<file path="config.mk">
export PLATFORM = sky130hd
export DESIGN_NAME = apb_master_flat
export DESIGN_NICKNAME = d
export VERILOG_FILES = /design/src/rtl/apb_pkg.sv /design/src/rtl/apb_master_if.sv /design/src/rtl/apb_master_timeout.sv /design/src/rtl/apb_master.sv /design/src/flat_wrapper.sv
export SDC_FILE = /design/constraint.sdc
export NUM_CORES = 1
export LEC_CHECK = 0
export BUFFER_PORTS_ARGS = -buffer_cell sky130_fd_sc_hd__buf_4
export CAP_MARGIN = 5
export CORE_UTILIZATION = 48
export CTS_CLUSTER_DIAMETER = 60
export DETAILED_ROUTE_END_ITERATION = 12
export PLACE_DENSITY = 0.87
export SLEW_MARGIN = 5
export SYNTH_ARGS = -nofsm -noshare
export SYNTH_HDL_FRONTEND = slang
export SYNTH_SLANG_ARGS = --single-unit
</file>
<file path="constraint.sdc">
create_clock -name pclk -period 4 [get_ports pclk]
set_input_delay 0.6 -clock pclk [delete_from_list [all_inputs] [get_ports pclk]]
set_output_delay 0.6 -clock pclk [all_outputs]
set_load 0.03 [all_outputs]
</file>
<file path="src/rtl/apb_pkg.sv">
// Shared definitions for the APB initiator: FSM state type, default bus widths,
// and the slave-select width helper.
package apb_pkg;

    localparam int APB_ADDR_W = 16;
    localparam int APB_DATA_W = 32;

    typedef enum logic [1:0] {
        IDLE,
        SETUP,
        ACCESS,
        RESP
    } apb_mst_state_t;

    // Number of top address bits used as the slave index (at least one).
    function automatic int sel_w(input int nslv);
        return (nslv <= 1) ? 1 : $clog2(nslv);
    endfunction

endpackage

</file>
<file path="src/rtl/apb_master_if.sv">
// Command/response stream plus APB bus bundle seen by the APB initiator.
// The master modport is the initiator's view; slave is the environment's view.
interface apb_master_if
    import apb_pkg::*;
#(
    parameter int ADDR_W = APB_ADDR_W,
    parameter int DATA_W = APB_DATA_W,
    parameter int NSLV   = 4
);

    logic              cmd_valid;
    logic              cmd_ready;
    logic [ADDR_W-1:0] cmd_addr;
    logic              cmd_write;
    logic [DATA_W-1:0] cmd_wdata;

    logic              rsp_valid;
    logic              rsp_ready;
    logic [DATA_W-1:0] rsp_rdata;
    logic              rsp_err;

    logic [ADDR_W-1:0] paddr;
    logic              pwrite;
    logic [NSLV-1:0]   psel;
    logic              penable;
    logic [DATA_W-1:0] pwdata;
    logic [DATA_W-1:0] prdata;
    logic [NSLV-1:0]   pready;
    logic [NSLV-1:0]   pslverr;

    modport master (
        input  cmd_valid, cmd_addr, cmd_write, cmd_wdata, rsp_ready,
        input  prdata, pready, pslverr,
        output cmd_ready, rsp_valid, rsp_rdata, rsp_err,
        output paddr, pwrite, psel, penable, pwdata
    );

    modport slave (
        output cmd_valid, cmd_addr, cmd_write, cmd_wdata, rsp_ready,
        output prdata, pready, pslverr,
        input  cmd_ready, rsp_valid, rsp_rdata, rsp_err,
        input  paddr, pwrite, psel, penable, pwdata
    );

endinterface

</file>
<file path="src/rtl/apb_master_timeout.sv">
// ACCESS-phase watchdog counter; only instantiated when APB_MASTER_TIMEOUT_EN is defined.
// expired is high in the counting cycle that would bring the count up to TIMEOUT.
module apb_master_timeout #(
    parameter int TIMEOUT = 255
) (
    input  logic pclk,
    input  logic reset_n,
    input  logic enable,
    input  logic clear,
    input  logic count,
    output logic expired
);

    localparam int RAW_W = $clog2(TIMEOUT + 1);
    localparam int CNT_W = (RAW_W < 8) ? 8 : ((RAW_W > 16) ? 16 : RAW_W);

    logic [CNT_W-1:0] cnt;

    always_ff @(posedge pclk or negedge reset_n) begin
        if (!reset_n) begin
            cnt <= '0;
        end else if (enable) begin
            if (clear) begin
                cnt <= '0;
            end else if (count && !expired) begin
                cnt <= cnt + CNT_W'(1);
            end
        end
    end

    assign expired = count && (cnt == CNT_W'(TIMEOUT - 1));

endmodule

</file>
<file path="src/rtl/apb_master.sv">
// Non-pipelined APB initiator: one valid/ready command in, one APB transfer out, one response back.
// Optional ACCESS timeout is compiled in with `define APB_MASTER_TIMEOUT_EN.
module apb_master
    import apb_pkg::*;
#(
    parameter int ADDR_W  = APB_ADDR_W,
    parameter int DATA_W  = APB_DATA_W,
    parameter int NSLV    = 4,
    parameter int TIMEOUT = 255
) (
    input logic          pclk,
    input logic          reset_n,
    input logic          enable,
    apb_master_if.master bus
);

    localparam int SEL_W = sel_w(NSLV);

    apb_mst_state_t    state, state_nxt;
    logic [NSLV-1:0]   psel_q, psel_d;
    logic              penable_q, penable_d;
    logic [ADDR_W-1:0] paddr_q, paddr_d;
    logic              pwrite_q, pwrite_d;
    logic [DATA_W-1:0] pwdata_q, pwdata_d;
    logic              rsp_valid_q, rsp_valid_d;
    logic [DATA_W-1:0] rsp_rdata_q, rsp_rdata_d;
    logic              rsp_err_q, rsp_err_d;

    logic [SEL_W-1:0]  dec_idx;
    logic              dec_ok;
    logic              sel_ready;
    logic              sel_err;
    logic              to_expired;

    if (TIMEOUT < 1) begin : g_bad_timeout
        $error("apb_master: TIMEOUT must be at least 1");
    end

    assign dec_idx = bus.cmd_addr[ADDR_W-1 -: SEL_W];
    assign dec_ok  = int'(dec_idx) < NSLV;

    // psel is one-hot, so masking with it picks the addressed slave's handshake.
    assign sel_ready = |(bus.pready & psel_q);
    assign sel_err   = |(bus.pslverr & psel_q);

`ifdef APB_MASTER_TIMEOUT_EN
    apb_master_timeout #(
        .TIMEOUT(TIMEOUT)
    ) u_timeout (
        .pclk   (pclk),
        .reset_n(reset_n),
        .enable (enable),
        .clear  (state == SETUP),
        .count  ((state == ACCESS) && !sel_ready),
        .expired(to_expired)
    );
`else
    assign to_expired = 1'b0;
`endif

    always_ff @(posedge pclk or negedge reset_n) begin
        if (!reset_n) begin
            state       <= IDLE;
            psel_q      <= '0;
            penable_q   <= 1'b0;
            paddr_q     <= '0;
            pwrite_q    <= 1'b0;
            pwdata_q    <= '0;
            rsp_valid_q <= 1'b0;
            rsp_rdata_q <= '0;
            rsp_err_q   <= 1'b0;
        end else begin
            state       <= state_nxt;
            psel_q      <= psel_d;
            penable_q   <= penable_d;
            paddr_q     <= paddr_d;
            pwrite_q    <= pwrite_d;
            pwdata_q    <= pwdata_d;
            rsp_valid_q <= rsp_valid_d;
            rsp_rdata_q <= rsp_rdata_d;
            rsp_err_q   <= rsp_err_d;
        end
    end

    always_comb begin
        state_nxt   = state;
        psel_d      = psel_q;
        penable_d   = penable_q;
        paddr_d     = paddr_q;
        pwrite_d    = pwrite_q;
        pwdata_d    = pwdata_q;
        rsp_valid_d = rsp_valid_q;
        rsp_rdata_d = rsp_rdata_q;
        rsp_err_d   = rsp_err_q;

        if (enable) begin
            unique case (state)
                IDLE: begin
                    if (bus.cmd_valid) begin
                        rsp_rdata_d = '0;
                        rsp_err_d   = 1'b0;
                        if (dec_ok) begin
                            paddr_d   = bus.cmd_addr;
                            pwrite_d  = bus.cmd_write;
                            pwdata_d  = bus.cmd_wdata;
                            psel_d    = NSLV'(1) << dec_idx;
                            state_nxt = SETUP;
                        end else begin
                            rsp_err_d   = 1'b1;
                            rsp_valid_d = 1'b1;
                            state_nxt   = RESP;
                        end
                    end
                end
                SETUP: begin
                    penable_d = 1'b1;
                    state_nxt = ACCESS;
                end
                ACCESS: begin
                    // A ready slave wins over a timeout reached in the same cycle.
                    if (sel_ready) begin
                        rsp_rdata_d = pwrite_q ? '0 : bus.prdata;
                        rsp_err_d   = sel_err;
                        psel_d      = '0;
                        penable_d   = 1'b0;
                        rsp_valid_d = 1'b1;
                        state_nxt   = RESP;
                    end else if (to_expired) begin
                        rsp_rdata_d = '0;
                        rsp_err_d   = 1'b1;
                        psel_d      = '0;
                        penable_d   = 1'b0;
                        rsp_valid_d = 1'b1;
                        state_nxt   = RESP;
                    end
                end
                RESP: begin
                    if (bus.rsp_ready) begin
                        rsp_valid_d = 1'b0;
                        state_nxt   = IDLE;
                    end
                end
                default: state_nxt = IDLE;
            endcase
        end
    end

    // Qualified by reset_n so cmd_ready reads 0 while reset is held.
    assign bus.cmd_ready = enable & reset_n & (state == IDLE);
    assign bus.psel      = psel_q;
    assign bus.penable   = penable_q;
    assign bus.paddr     = paddr_q;
    assign bus.pwrite    = pwrite_q;
    assign bus.pwdata    = pwdata_q;
    assign bus.rsp_valid = rsp_valid_q;
    assign bus.rsp_rdata = rsp_rdata_q;
    assign bus.rsp_err   = rsp_err_q;

endmodule

</file>
<file path="src/flat_wrapper.sv">
// flat-port wrapper written by rule: the top's interface ports become plain ports
module apb_master_flat import apb_pkg::*;
#(
    parameter int ADDR_W  = APB_ADDR_W,
    parameter int DATA_W  = APB_DATA_W,
    parameter int NSLV    = 4,
    parameter int TIMEOUT = 255
)
  (pclk, reset_n, enable, bus_cmd_valid, bus_cmd_addr, bus_cmd_write, bus_cmd_wdata, bus_rsp_ready, bus_prdata, bus_pready, bus_pslverr, bus_cmd_ready, bus_rsp_valid, bus_rsp_rdata, bus_rsp_err, bus_paddr, bus_pwrite, bus_psel, bus_penable, bus_pwdata);
  apb_master_if #(.ADDR_W(ADDR_W), .DATA_W(DATA_W), .NSLV(NSLV)) bus_i ();
  input logic pclk;
  input logic reset_n;
  input logic enable;
  input wire logic [$bits(bus_i.cmd_valid)-1:0] bus_cmd_valid;
  input wire logic [$bits(bus_i.cmd_addr)-1:0] bus_cmd_addr;
  input wire logic [$bits(bus_i.cmd_write)-1:0] bus_cmd_write;
  input wire logic [$bits(bus_i.cmd_wdata)-1:0] bus_cmd_wdata;
  input wire logic [$bits(bus_i.rsp_ready)-1:0] bus_rsp_ready;
  input wire logic [$bits(bus_i.prdata)-1:0] bus_prdata;
  input wire logic [$bits(bus_i.pready)-1:0] bus_pready;
  input wire logic [$bits(bus_i.pslverr)-1:0] bus_pslverr;
  output wire logic [$bits(bus_i.cmd_ready)-1:0] bus_cmd_ready;
  output wire logic [$bits(bus_i.rsp_valid)-1:0] bus_rsp_valid;
  output wire logic [$bits(bus_i.rsp_rdata)-1:0] bus_rsp_rdata;
  output wire logic [$bits(bus_i.rsp_err)-1:0] bus_rsp_err;
  output wire logic [$bits(bus_i.paddr)-1:0] bus_paddr;
  output wire logic [$bits(bus_i.pwrite)-1:0] bus_pwrite;
  output wire logic [$bits(bus_i.psel)-1:0] bus_psel;
  output wire logic [$bits(bus_i.penable)-1:0] bus_penable;
  output wire logic [$bits(bus_i.pwdata)-1:0] bus_pwdata;
  assign bus_i.cmd_valid = bus_cmd_valid;
  assign bus_i.cmd_addr = bus_cmd_addr;
  assign bus_i.cmd_write = bus_cmd_write;
  assign bus_i.cmd_wdata = bus_cmd_wdata;
  assign bus_i.rsp_ready = bus_rsp_ready;
  assign bus_i.prdata = bus_prdata;
  assign bus_i.pready = bus_pready;
  assign bus_i.pslverr = bus_pslverr;
  assign bus_cmd_ready = bus_i.cmd_ready;
  assign bus_rsp_valid = bus_i.rsp_valid;
  assign bus_rsp_rdata = bus_i.rsp_rdata;
  assign bus_rsp_err = bus_i.rsp_err;
  assign bus_paddr = bus_i.paddr;
  assign bus_pwrite = bus_i.pwrite;
  assign bus_psel = bus_i.psel;
  assign bus_penable = bus_i.penable;
  assign bus_pwdata = bus_i.pwdata;
  apb_master #(.ADDR_W(ADDR_W), .DATA_W(DATA_W), .NSLV(NSLV), .TIMEOUT(TIMEOUT)) u_core (.pclk(pclk), .reset_n(reset_n), .enable(enable), .bus(bus_i));
endmodule
</file>
[Word level (Yosys, flattened, before mapping)]
Index checks and enable logic that the tools add are counted.
Storage, ports and cells
  register bits after elaboration: 90
  bits in latches: 0
  bits in writable memories: 0
  memory bits (read-only): 0
  bits of input ports: 94
  output and inout port bits: 89
  word-level logic and storage cells: 50
  memories: 0
Cells by class
  add/sub/neg operators: 0
  multipliers: 0
  divide/modulo/power cells: 0
  $lt $le $gt $ge: 0
  eq/ne operators: 6
  shift operators: 1
  muxes and demuxes: 19
  bitwise logic cells: 4
  reductions and logical operators: 11
Operator list (count)
  2-to-1 mux 32 bit: 3
  case mux 32 bit (2 select lines): 1
  AND reduction 4 bit: 3
  bitwise AND 4 bit: 2
  2-to-1 mux 4 bit: 2
  case mux 2 bit (4 select lines): 1
  case mux 4 bit (2 select lines): 1
  OR reduction 4 bit: 2
  2-to-1 mux 2 bit: 3
  case mux 1 bit (2 select lines): 3
  AND reduction 3 bit: 2
  nonzero test 2 bit: 3
  2-to-1 mux 1 bit: 5
  == test 2 bit, second input constant: 2
  inequality test 2 bit, second input constant: 2
  << shifter 1 x 2 -> 4 bit, first input constant: 1
  bitwise AND 1 bit: 2
  == test 2 x 1 -> 1 bit, second input constant: 1
  zero test 2 bit: 1
  inequality test 2 x 1 -> 1 bit, second input constant: 1

[Depth between registers and ports, before layout]
  word-level depth: 4
  gate-level depth with buffers: 8
  depth with buffers taken out: 6

[Worst setup path before layout]
OpenSTA, ideal clock, no wires.
  kind: input port to flip-flop
  start: input bus_pready[1]
  end: register u_core.rsp_rdata_q[0] (netlist: u_core.bus.rsp_rdata[0])
  setup time: 121 ps
  arrival time: 1658 ps
  required time: 3879 ps
  slack: 2222 ps
  stages: 6
  buffers on the path: 2
  cell sequence: a22o_1 a221oi_4 nor4bb_1 clkbuf_1 buf_2 a22o_1
On the way
  longest elaborated chain between the ends: 4
RTL lines
  start, declared: line flat_wrapper.sv:20  | input wire logic [$bits(bus_i.pready)-1:0] bus_pready;
  bitwise AND 4 bit: line apb_master.sv:43  | assign sel_ready = |(bus.pready & psel_q);
  OR reduction 4 bit: line apb_master.sv:43
  inequality test 2 x 1 -> 1 bit (no source line)
  AND reduction 4 bit (no source line)
  end signal, assigned: line apb_master.sv:80  | rsp_rdata_q <= rsp_rdata_d;
  end, declared: line apb_master.sv:26  | logic [DATA_W-1:0] rsp_rdata_q, rsp_rdata_d;
No other way between the ends.
A chain may end at the register's enable or synchronous reset.

[Worst setup path after layout]
  start: register u_core.psel_q[1] (netlist: u_core.bus.psel[1])
  end: register u_core.rsp_rdata_q[9] (netlist: u_core.bus.rsp_rdata[9])
On the way
  longest elaborated chain between the ends: 4
RTL lines
  start, declared: line apb_master.sv:20  | logic [NSLV-1:0] psel_q, psel_d;
  start signal, assigned: line apb_master.sv:74  | psel_q <= psel_d;
  bitwise AND 4 bit: line apb_master.sv:43
  OR reduction 4 bit: line apb_master.sv:43
  inequality test 2 x 1 -> 1 bit (no source line)
  AND reduction 4 bit (no source line)
No other way between the ends.

==> flow_metrics.tcl <==
set metrics [dict create \
    nNetsFinal 503 \
    post-cts-setup-buffers 0 \
    drt_wl_total_um 8333 \
    drt_iter0_drc 91 \
    antenna_found_initial 0 \
    finalHoldViolCount 0 \
    rsz0062_at_grt "false" \
    holdWs_ns 0.2199 \
    max_freq_mhz 423.8 \
    final_cell_count_no_fill 507 \
    yosysWarningCount 0 \
    synthCells 225 \
    gp_congestion 0.7612 \
    io_buffers 182 \
    met1_usage 0.2698 \
    syn_area_um2 3462 \
    startpoint_type "flip-flop" \
    layout_commonest_cell "buf_4" \
    gr-max-usage-layer "met2" \
    cp_data_required_time_ns 4.27 \
    tns_ns 0 \
    worstPathMaxFanout 37 \
    fin_crit_ns 2.360 \
    avgSynthCellArea_um2 15.39 \
    core_um2 6869 \
    hold_path.class "in2async" \
    wl_per_cell_um 16.44 \
    ir_drop_v 0.0005351 \
    cts_tree "built" \
    ys_types 27 \
    cts_root_buf "clkbuf_8" \
    status "complete, no violations" \
    cp.arrival_ns 2.63 \
    dp_cells 491 \
    start_util 0.5040 \
    area_delta_synth_final_pct 46.66 \
    grt_max_degree 53 \
    gr-usage-all-layers 0.2258 \
    grt_pass1_wl_um 12890 \
    cts.sinks 90 \
    cts_resized 0 \
    drc_errors 0 \
    endpoint_kind "flip-flop" \
    clock_latency_ns 0.34 \
    die_x_um 86.93 \
    relSlewSlack 0.2467 \
    htreeDepth 3 \
    dieArea_um2 7556 \
    worst_pin_slew_ns 1.130 \
    finalSetupViolations 0 \
    power.density_nw_per_um2 823.4 \
    cts_buffer_depth 2 \
    overflow 0 \
    power_mw 4.181 \
    met2_usage 0.3694 \
    cap_violations 0 \
    slew_viol_final 0 \
    mostFrequentLayoutCells "buf_4 (185), dfrtp_1 (90), mux2_2 (39)" \
    die_h_um 86.93 \
    io_pins 183 \
    met3_usage 0.09100 \
    clk_pin_slew_worst_paths_ns 0.09 \
    p_leak_nw 2.585 \
    drive_above_1_share 0.5888 \
    post-dp-hpwl_um 6262 \
    fp-row-count 30 \
    skew_ns 0.01313 \
    yosysSeqAreaShare 0.6505 \
    post-route-period-util 0.5899 \
    numCtsBuffers 9 \
    worstSetupPathType "reg2reg" \
    diodes 0 \
    syn_nets 322 \
    first_pass_iters 4 \
    antenna_left 0 \
    vias 2616 \
    hold_buffers 0 \
    grt_pass1_vias 2688 \
    synth_seq_cells 90 \
    avgViaCountPerCell 5.160 \
]
==> worst max-delay path, stage by stage (launching register included) <==
cell	delay, ns
dfrtp_1	0.44
a22o_1	0.26
a221oi_4	0.35
a21o_1	0.94
a22o_1	0.28
==> flip-flops by register name (all words and copies together), names as in the netlist <==
name / count
u_core.bus.paddr: 16
u_core.bus.penable: 1
u_core.bus.psel: 4
u_core.bus.pwdata: 32
u_core.bus.pwrite: 1
u_core.bus.rsp_err: 1
u_core.bus.rsp_rdata: 32
u_core.bus.rsp_valid: 1
u_core.state: 2
==> power breakdown <==
group          switching, mW  internal, mW
clock network          0.317         0.245
registers              0.237          1.29
logic                   1.22         0.870
==> cells in the mapped netlist (all sizes together) <==
cell type  number  share of area
ha              3          0.011
a21oi           2         0.0029
nor4bb          1         0.0029
buf            13          0.025
dfrtp          90           0.65
a22oi           2         0.0043
nor3            1         0.0014
and3            1         0.0018
a21o            1         0.0022
nand3           4         0.0058
nand2b          2         0.0036
a32o            3         0.0087
nor2            1         0.0011
mux2           49           0.16
o21ai           3         0.0043
o311ai          1         0.0025
o211ai          1         0.0022
and2            1         0.0018
a22o           35          0.089
o32a            1         0.0029
inv             3         0.0033
clkbuf          2         0.0022
nand2           4         0.0043
a221oi          1         0.0076
==> layout make-up <==
type | instances | area (µm²)
Tap cell | 96 | 120.1
Clock inverter | 5 | 38.79
Clock buffer | 11 | 141.4
Sequential cell | 90 | 2252
Timing Repair Buffer | 185 | 1389
Fill cell | 477 | 1792
Multi-Input combinational cell | 117 | 1125
Inverter | 3 | 11.26
==> metrics by stage <==
step                      instance area (µm²)  utilization  setup slack (ns)
after CTS                                5077       0.7392             1.636
after detailed placement                 4897       0.7129             1.382
after global routing                     5077       0.7392             1.493
after floorplan                          3462            -             2.222
after global placement                   4897       0.7129             1.483
final                                    5077       0.7392             1.640
==> worst paths after layout <==
path / depth (start not counted) / slack (ns) / endpoint / start
max: 4 / 1.64 / u_core.bus.rsp_rdata[9] / u_core.bus.psel[1]
min: 1 / 0.22 / u_core.bus.rsp_rdata[22] / reset_n
max reg2reg: 4 / 1.64 / u_core.bus.rsp_rdata[9] / u_core.bus.psel[1]
min reg2reg: 1 / 0.50 / u_core.bus.pwdata[0] / u_core.bus.pwdata[0]
max in group asynchronous: 2 / 2.73 / u_core.bus.pwdata[10] / reset_n
min in group pclk: 2 / 0.46 / u_core.bus.paddr[12] / bus_cmd_addr[12]
==> layer usage <==
metal  share of wire  routed length, µm  vias up
met5               0                  0        -
met2            0.49               4095      130
met3            0.10                873       10
li1                -                  -     1195
met1            0.39               3253     1281
met4           0.013                110        0
==> kinds of logic after synthesis <==
group | Yosys count | share of synthesized area
muxes | 49 | 0.1594
adders and majority gates | 3 | 0.01084
DFF | 90 | 0.6505
AOI/OAI and AO/OA | 50 | 0.1261
buffers and inverters | 18 | 0.03036
and+or+nand+nor | 15 | 0.02277
No activity file was read; power rests on OpenSTA's default activity.
